<file path="config.mk">
export PLATFORM = sky130hd
export DESIGN_NAME = vga_timing_pattern_gen
export DESIGN_NICKNAME = d
export VERILOG_FILES = /design/src/rtl/vga_timing_pattern_gen.sv
export SDC_FILE = /design/constraint.sdc
export NUM_CORES = 1
export LEC_CHECK = 0
export ABC_CLOCK_PERIOD_IN_PS = 5110
export BUFFER_PORTS_ARGS = -buffer_cell sky130_fd_sc_hd__buf_2
export CAP_MARGIN = 20
export CORE_UTILIZATION = 52
export DETAILED_ROUTE_END_ITERATION = 8
export MAX_ROUTING_LAYER = met4
export PLACE_DENSITY = 0.84
export REMOVE_ABC_BUFFERS = 1
export SLEW_MARGIN = 5
export SYNTH_ARGS = -nofsm -noshare
export SYNTH_HDL_FRONTEND = slang
export SYNTH_SLANG_ARGS = --single-unit
</file>
<file path="constraint.sdc">
create_clock -name clk -period 5.11 [get_ports clk]
set_input_delay 1.533 -clock clk [delete_from_list [all_inputs] [get_ports clk]]
set_output_delay 1.533 -clock clk [all_outputs]
set_load 0.01 [all_outputs]
</file>
<file path="src/rtl/vga_timing_pattern_gen.sv">
// VGA timing generator with solid / colour-bar / checkerboard / external pixel sources.
// Optional `VGA_BORDER_EN: forces a white one-pixel frame around the visible area.
module vga_timing_pattern_gen #(
    parameter int H_VISIBLE        = 640,
    parameter int H_FRONT          = 16,
    parameter int H_SYNC           = 96,
    parameter int H_BACK           = 48,
    parameter int V_VISIBLE        = 480,
    parameter int V_FRONT          = 10,
    parameter int V_SYNC           = 2,
    parameter int V_BACK           = 33,
    parameter int SYNC_ACTIVE_HIGH = 0,
    parameter int COLOR_W          = 8,
    parameter int CNT_W            = 11,
    parameter int CHECK_LOG2       = 5
) (
    input  logic                 clk,
    input  logic                 reset,
    input  logic                 pix_ce,
    input  logic [1:0]           mode,
    input  logic [3*COLOR_W-1:0] fg_rgb,
    input  logic [3*COLOR_W-1:0] bg_rgb,
    input  logic [3*COLOR_W-1:0] ext_rgb,
    output logic [CNT_W-1:0]     pix_x,
    output logic [CNT_W-1:0]     pix_y,
    output logic                 h_sync,
    output logic                 v_sync,
    output logic                 de,
    output logic [COLOR_W-1:0]   red_out,
    output logic [COLOR_W-1:0]   green_out,
    output logic [COLOR_W-1:0]   blue_out,
    output logic                 frame_start
);

    localparam int H_TOTAL = H_VISIBLE + H_FRONT + H_SYNC + H_BACK;
    localparam int V_TOTAL = V_VISIBLE + V_FRONT + V_SYNC + V_BACK;
    localparam int RGB_W   = 3 * COLOR_W;
    localparam int BAR_W   = H_VISIBLE / 8;

    localparam logic [CNT_W-1:0] H_LAST = CNT_W'(H_TOTAL - 1);
    localparam logic [CNT_W-1:0] V_LAST = CNT_W'(V_TOTAL - 1);
    localparam logic [CNT_W-1:0] H_VIS  = CNT_W'(H_VISIBLE);
    localparam logic [CNT_W-1:0] V_VIS  = CNT_W'(V_VISIBLE);
    localparam logic [CNT_W-1:0] HS_BEG = CNT_W'(H_VISIBLE + H_FRONT);
    localparam logic [CNT_W-1:0] HS_END = CNT_W'(H_VISIBLE + H_FRONT + H_SYNC);
    localparam logic [CNT_W-1:0] VS_BEG = CNT_W'(V_VISIBLE + V_FRONT);
    localparam logic [CNT_W-1:0] VS_END = CNT_W'(V_VISIBLE + V_FRONT + V_SYNC);
`ifdef VGA_BORDER_EN
    localparam logic [CNT_W-1:0] H_EDGE = CNT_W'(H_VISIBLE - 1);
    localparam logic [CNT_W-1:0] V_EDGE = CNT_W'(V_VISIBLE - 1);
`endif
    localparam logic SYNC_ON = (SYNC_ACTIVE_HIGH != 0);

    logic [1:0]       mode_q;
    logic [1:0]       mode_eff;
    logic             visible;
    logic             hs_win;
    logic             vs_win;
    logic [3:0]       bar_idx;
    logic [RGB_W-1:0] pattern;
    logic [RGB_W-1:0] pixel;

    // Combinational so it coincides with the pix_ce that consumes pixel (0,0).
    assign frame_start = pix_ce && !reset && (pix_x == '0) && (pix_y == '0);

    // The new mode applies from pixel (0,0) of the frame that latches it.
    assign mode_eff = frame_start ? mode : mode_q;

    assign visible = (pix_x < H_VIS) && (pix_y < V_VIS);
    assign hs_win  = (pix_x >= HS_BEG) && (pix_x < HS_END);
    assign vs_win  = (pix_y >= VS_BEG) && (pix_y < VS_END);

    // Bar index 8 marks the leftover pixels past the last full bar.
    always_comb begin
        bar_idx = '0;
        for (int i = 1; i <= 8; i++)
            if (pix_x >= CNT_W'(i * BAR_W)) bar_idx = 4'(i);
    end

    always_comb begin
        pattern = '0;
        case (mode_eff)
            2'd0: pattern = fg_rgb;
            2'd1: if (!bar_idx[3])
                      pattern = {{COLOR_W{~bar_idx[1]}}, {COLOR_W{~bar_idx[2]}},
                                 {COLOR_W{~bar_idx[0]}}};
            2'd2: pattern = (pix_x[CHECK_LOG2] ^ pix_y[CHECK_LOG2]) ? bg_rgb : fg_rgb;
            default: pattern = ext_rgb;
        endcase
    end

    always_comb begin
        pixel = visible ? pattern : '0;
`ifdef VGA_BORDER_EN
        if (visible && (pix_x == '0 || pix_x == H_EDGE || pix_y == '0 || pix_y == V_EDGE))
            pixel = '1;
`endif
    end

    always_ff @(posedge clk) begin
        if (reset) begin
            pix_x     <= '0;
            pix_y     <= '0;
            mode_q    <= 2'd0;
            h_sync    <= ~SYNC_ON;
            v_sync    <= ~SYNC_ON;
            de        <= 1'b0;
            red_out   <= '0;
            green_out <= '0;
            blue_out  <= '0;
        end else if (pix_ce) begin
            if (pix_x == H_LAST) begin
                pix_x <= '0;
                pix_y <= (pix_y == V_LAST) ? '0 : pix_y + 1'b1;
            end else begin
                pix_x <= pix_x + 1'b1;
            end
            mode_q    <= mode_eff;
            h_sync    <= hs_win ? SYNC_ON : ~SYNC_ON;
            v_sync    <= vs_win ? SYNC_ON : ~SYNC_ON;
            de        <= visible;
            red_out   <= pixel[RGB_W-1 -: COLOR_W];
            green_out <= pixel[2*COLOR_W-1 -: COLOR_W];
            blue_out  <= pixel[COLOR_W-1:0];
        end
    end

endmodule

</file>
Word level (Yosys, flattened, before mapping)
Cells that the tools add are included.
Operators by class
  add/sub/neg operators: 2
  $lt $le $gt $ge: 14
  eq/ne operators: 4
  multiplexer cells: 17
  bitwise logic cells: 4
  reductions and logical operators: 11
Operator list (count)
  $mux W24: 3
  $pmux W24 S3: 1
  $ge A11 B9 Y1 const B: 4
  $ge A11 B10 Y1 const B: 3
  $mux W4: 7
  $add A11 B1 Y11 const B: 2
  $eq A11 B10 Y1 const B: 2
  $ge A11 B8 Y1 const B: 2
  $logic_not A11 Y1: 2
  $lt A11 B10 Y1 const B: 2
  $lt A11 B9 Y1 const B: 2
  $mux W11: 2
  $ge A11 B7 Y1 const B: 1
  $logic_and A1 B1 Y1: 6
  $mux W1: 3
  $not A1 Y1: 3
  $eq A2 B1 Y1 const B: 1
  $eq A2 B2 Y1 const B: 1
  $logic_not A2 Y1: 1
  $mux W2: 1
  $reduce_and A2 Y1: 1
  $logic_not A1 Y1: 1
  $xor A1 B1 Y1: 1
Storage, ports and cells
  register bits after elaboration: 51
  bits of input ports: 77
  output and inout port bits: 50
  logic and storage cells: 61

Longest topological paths before layout
Gate-level depths: netlist of the first run.
  depth after elaboration: 13
  depth in mapped cells: 10
  depth with buffers taken out: 8

Worst setup path after synthesis of the first run
OpenSTA, ideal clock, no wires.
  path kind: input-to-output
  start: in pix_ce
  end: out frame_start
  data arrival time: 2099 ps
  required time: 3577 ps
  path slack: 1478 ps
  stages on the path: 3
  path buffers: 0
  cell sequence: nor4b_4 -> nand4b_1 -> nor2_1
Between the ends
  cells in the longest elaborated chain, start to end: 3
Ends and longest elaborated chain
  from (decl): line 19  | input logic pix_ce,
  $logic_and A1 B1 Y1 (3 in series): line 64  | assign frame_start = pix_ce && !reset && (pix_x == '0) && (pix_y == '0);
  to (decl): line 32  | output logic frame_start
Every way passes these cells.

Final worst setup path of the first run
Same ends and word-level chain as after synthesis.

==> results of run 1 <==
## cells in the mapped netlist (all sizes together), types with 11 or more instances
master   n  area (sq um)
a221oi  11         96.34
clkbuf  15         56.30
inv     14         52.55
o21ai   31         155.1
dfxtp   51          1021
nor2    42         157.7
nand2   35         131.4
xnor2   11         96.34
a21oi   17         96.35
## worst max-delay path, delay by kind of cell
family	cells	cell delay (ns)
simple gates	3	0.69
buf+inv	2	0.44
## per-layer routing
| layer | up-vias | track usage [%] |
|---|---|---|
| li1 | 1594 | - |
| met1 | 1498 | 35.91 |
| met2 | 150 | 47.89 |
| met3 | 9 | 5.116 |
| met4 | 0 | 8.148 |
| met5 | - | - |
## metrics by stage
| step | worst slack, ns | instance area [sq um] | power, mW | util, % | instances |
|---|---|---|---|---|---|
| after floorplan | 1.478 | 2907 | 0.5163 | - | 350 |
| after global placement | 0.9765 | 3627 | 0.5837 | 65.07 | 548 |
| after detailed placement | 0.9436 | 3627 | 0.5871 | 65.07 | 548 |
| after CTS | 0.9317 | 3712 | 0.8171 | 66.60 | 556 |
| after global routing | 0.8579 | 3712 | 0.8521 | 66.60 | 556 |
| final | 0.9131 | 3712 | 0.8150 | 66.60 | 556 |
## worst paths after layout
path                  to  slack [ns]  depth (start not counted)
min          blue_out[2]        0.45                          2
min reg2reg  blue_out[2]        0.45                          2
max reg2reg  blue_out[3]        2.54                          8
max          frame_start        0.91                          5
## kinds of logic after synthesis
logic type,share of synthesized area [%]
xor+xnor,6.057
simple gates,24.93
buf+inv,6.015
mux,1.071
compound gates,26.33
flops,33.62
fa+ha+maj,1.978
## sequential cells by signal, summed over array words and instances (netlist names)
| name | cells |
|---|---|
| pix_x | 11 |
| pix_y | 11 |
| blue_out | 8 |
| green_out | 8 |
| red_out | 8 |
| mode_q | 2 |
| de | 1 |
| h_sync | 1 |
| v_sync | 1 |
## power by group
part           total [mW]  internal [mW]  switching, mW  leakage [nW]
combinational       0.151         0.0695         0.0815          1.17
clock               0.235         0.0961          0.139        0.0412
sequential          0.429          0.415         0.0140         0.416
## final cells by class
cell class	count	area, sq um
fillers	475	1862
repair buffers	126	630.6
well taps	72	90.09
inverters	14	52.55
multi-input cells	285	1833
clock buffers	6	72.57
clock inverters	2	12.51
flip-flops and latches	51	1021
==> impl_results.md, run 1 <==
* Die area at 6150 sq um
* Num CTS Buffers at 5
* WS Path Type: input pin to output port
* Final net count at roughly 560
* Clk sink count at 51
* Routability cong. at 0.8956
* Remaining Overflow, GRT at 0
* DRC viols at 0
* Cells after synthesis at between 300 and 400
* H-tree depth at 2
* Std-Cell Rows at 27
* Area Growth Syn to Fin at 22.25%
* Crit end category: output port
* Max_cap viols at 0
* Seq/Total Area, Yosys at approximately 34%
* CP max-delay cell: nor4b_4
* Max Used Layer: met4
* Chip Height at 78.42 um
* RSZ-0062 raised after global routing: no
* Core area at 5574 sq um
* Drt first pass iters at 5
* Sum Neg Setup Slack at 0 ns
* Leak at between 1.5 and 2 nW
* Final setup viols at 0
* Max frequency at between 200 and 250 MHz
* Worst Hold Launch: blue_out[2]
* Hold Vio Cnt, Final at 0
* First-pass GRT wire length at between 10 and 15 mm
* CP startpoint: pix_ce
* Maximum root-to-sink buffer count at 2
* Final setup skew at around 0.014 ns
* GRT Util Overall at about 29%
* Post-synth EDFFs at 0
* Dpl hpwl at about 6.3 mm
* Largest net degree at the start of global routing at 33
* Fin crit period at ~4.2 ns
* Slew HR at ~46%
* Async set-or-reset flop fraction in the synthesized netlist at 0%
* Final Cycle Share at between 80% and 90%
* Most common flop cell mapped by yosys: dfxtp_1
* Met2 routed WL at approximately 4.1 mm
* Post-Syn Area per Cell at just over 8 sq um
* Vias in the first global route at roughly 3000
* FF-to-FF Start: pix_x[0]
* Status: completed
* CTS Hold Buffers Added at 0
* IO Pins at 127
* #FFs+latches synth at a little over 50
* Worst-skew pair later-pin latency at between 0.3 and 0.4 ns
* Hold WS at between 0.4 and 0.5 ns
* Data required, critical path at 3.58 ns
* Met3 WL at 650 um
* CP Cell Sequence: buf_2 -> nor4b_4 -> nand4b_1 -> nor2_1 -> buf_2
* Slew Limit Fails at 0
* Most common library cell in the layout ignoring fill and taps: buf_2
* WL per Instance at 15.55 um
* Yosys warning count at 0
* Most used cell, CP: buf_2
* Startpoint types: input pin
* Most frequent cells in the layout: 126 x buf_2, 51 x dfxtp_1, 42 x nor2_1
* Number of DRC markers in iteration 0 at roughly 260
* Share of cells above drive strength 1 at between 30 and 40%
* Final WL at around 8.6 mm
* M1 WL at approximately 3.8 mm
* Synthesized area at 3037 sq um
* Root Buffer: clkbuf_8
* Min-delay worst type: register to register
* Actual slew at the worst max-slew pin at 0.8060 ns
* Post-CTS sizing at 0
* P per Cell Area at between 200 and 250 nW/um^2
* I/O Buffers at approximately 130
* CP max FO at 16
* Number of routed nets with antenna violations at 0
* Vias after detailed routing at about 3300
* Die W at a little under 80 um
* CP max stage delay at ~0.35 ns
* CTS tree: yes
* Initial antenna violation count at 0
* Maximum VDD drop at around 0.00013 V
* Number of distinct library cells after synthesis at 60
* # Post-CTS Setup Buffers at 0
* Crit path DAT at roughly 2.7 ns
* Clock-pin slew of the registers on the worst-case setup and hold paths at around 0.09 ns
* Routed vias/inst at ~5.8
* Ant. Diodes at 0
* Initial core utilization at roughly 54%
Note: power is estimated with default switching activity, not from simulation.
==> run 2, diff against run 1 <==
Settings changed: ABC_CLOCK_PERIOD_IN_PS 5110 to 3950, CORE_UTILIZATION 52 to 48, PLACE_DENSITY 0.84 to 0.78.
Clock period 5.11 ns to 3.95 ns, I/O delays scaled along.
==> run 2 against run 1 <==
Net effect: non-clock buffer count up 2; sequential cell count unchanged; sequential power grew 29%; setup slack lost 0.20 ns; combinational power grew 32%; sequential share of layout area shrank 0.25 points; via count grew 3.8%; die area is 8.1% higher; routed wire length rose by 3.1%; count of clock-buffer cells in the layout increased by 2; critical path depth is the same; clock power rose by 41%; largest power group unchanged.
==> impl_results.md, run 2 (synthesis gave the netlist of run 1 again) <==
* Inst Count DP at between 500 and 600
* # Post-CTS Setup Buffers at 0
* Ant. Diodes at 0
* Final net count at 566
* Routability cong. at ~0.86
* Root Buffer: clkbuf_8
* Fill cells at roughly 550
* CP max FO at 4
* Core area at 6026 sq um
* Initial antenna violation count at 0
* Data required, critical path at 2.76 ns
* Routed vias/inst at around 6.0
* Clk sink count at around 50
* WS Path Type: input pin to output port
* Vias in the first global route at slightly below 3000
* Chip Height at 81.54 um
* Drt first pass iters at 5
* Vias after detailed routing at 3374
* CP startpoint: pix_ce
* Share of cells above drive strength 1 at 30.45%
* First-pass GRT wire length at between 10 and 15 mm
* Maximum VDD drop at roughly 0.00014 V
* Max_cap viols at 0
* Final cell count without fillers at approximately 560
* Worst-skew pair later-pin latency at about 0.30 ns
* Clock-pin slew of the registers on the worst-case setup and hold paths at about 0.090 ns
* H-tree depth at 2
* Slew Limit Fails at 0
* Area Growth Syn to Fin at 23.36%
* Crit path DAT at approximately 2.1 ns
* DRC viols at 0
* Remaining Overflow, GRT at 0
* Final setup viols at 0
* Number of DRC markers in iteration 0 at around 220
* Worst reg2reg path endpoint: blue_out[4]
* Setup crit end: frame_start
* CTS tree: yes
* I/O Buffers at around 130
* Initial core utilization at about half
* Dpl hpwl at about 6.4 mm
* Largest net degree at the start of global routing at 27
* Pre-CTS WS at approximately 0.6 ns
* Most common library cell in the layout ignoring fill and taps: buf_2
* Biggest regs: pix_x x11, pix_y x11
* Maximum root-to-sink buffer count at 2
* Final WL at 8.913 mm
* Post-CTS sizing at 0
* Num CTS Buffers at 5
* Startpoint types: input pin
* R2R cell count at 8
* Reg2Reg Setup Slack at 1.28 ns
* IO Pins at between 100 and 150
* WL per Instance at 15.89 um
* Fin crit period at between 3 and 4 ns
* CP max-delay cell: nor4b_4
* Max frequency at roughly 310 MHz
* GRT Util Overall at 26.42%
* FF-to-FF Start: pix_x[0]
* Std-Cell Rows at 28
* Final Cycle Share at between 80 and 90%
* Final setup margin at roughly 0.71 ns
* Leak at 1.647 nW
* Final Power at roughly 1.1 mW
* Hold WS at 0.4619 ns
* Final setup skew at between 0.005 and 0.006 ns
* Status: completed
* Die area at between 6000 and 7000 sq um
* Min-delay worst type: register to register
* Slew HR at 45.30%
* Crit end category: output port
* Hold Vio Cnt, Final at 0
* CP max stage delay at 0.32 ns
* Most used cell, CP: buf_2
* Die W at between 80 and 90 um
* Number of routed nets with antenna violations at 0
* Sum Neg Setup Slack at 0 ns
* CTS Hold Buffers Added at 0
* Actual slew at the worst max-slew pin at 0.8119 ns
* Most frequent cells in the layout: 126 x buf_2, 51 x dfxtp_1, 42 x nor2_1
* CP Cell Sequence: buf_2 -> nor4b_4 -> nand4b_1 -> nor2_1 -> buf_2
* P per Cell Area at a little under 300 nW/um^2
* RSZ-0062 raised after global routing: no
run 2: cell types whose count changed in the layout (fill, tap and decap cells not counted):
| cell | before | now |
|---|---|---|
| clkinv_2 | 1 | 0 |
| clkinvlp_4 | 1 | 0 |
| buf_4 | 0 | 2 |
| clkbuf_8 | 5 | 7 |
run 2: cell type report:
type,instances,area (sq um),share of cell area [%]
Clock buffer,8,100.1,2.672
Sequential cell,51,1021,27.25
Multi-Input combinational cell,285,1833,48.93
Inverter,14,52.55,1.403
Tap cell,75,93.84,2.505
Timing Repair Buffer,128,645.6,17.23
run 2: per-layer routing:
metal  up-vias  track usage, %  part of all wire (%)
met5         -               -                     0
met4         0           10.71                   2.1
met3        24           4.333                   8.4
met2       153           43.42                    46
met1      1588           32.04                    43
li1       1609               -                     -
run 2: worst min path at each step:
stage                startpoint           to  slack (ns)  cells past startpoint
finish              blue_out[2]  blue_out[2]        0.46                      2
floorplan           blue_out[2]  blue_out[2]        0.47                      2
detailed placement  blue_out[2]  blue_out[2]        0.45                      2
global placement    blue_out[2]  blue_out[2]        0.43                      2
CTS                 blue_out[2]  blue_out[2]        0.46                      2
global route        blue_out[5]  blue_out[5]        0.49                      2
run 2: worst max-delay path: cells and delay by family:
family	cells	cell delay, ns
and+or+nand+nor	3	0.64
buffers and inverters	2	0.23
run 2: stage by stage:
| stage | area, sq um | utilization [%] |
|---|---|---|
| 6_report | 3746 | 62.17 |
| 5_1_grt | 3746 | 62.17 |
| 4_1_cts | 3746 | 62.17 |
| 3_5_place_dp | 3646 | 60.51 |
| 3_3_place_gp | 3646 | 60.51 |
| 2_1_floorplan | 2907 | - |
run 2: power by group:
group / internal, mW / switching [mW] / total (mW)
combinational: 0.0913 / 0.109 / 0.200
sequential: 0.537 / 0.0181 / 0.555
clock: 0.160 / 0.171 / 0.332
total: 0.789 / 0.298 / 1.09
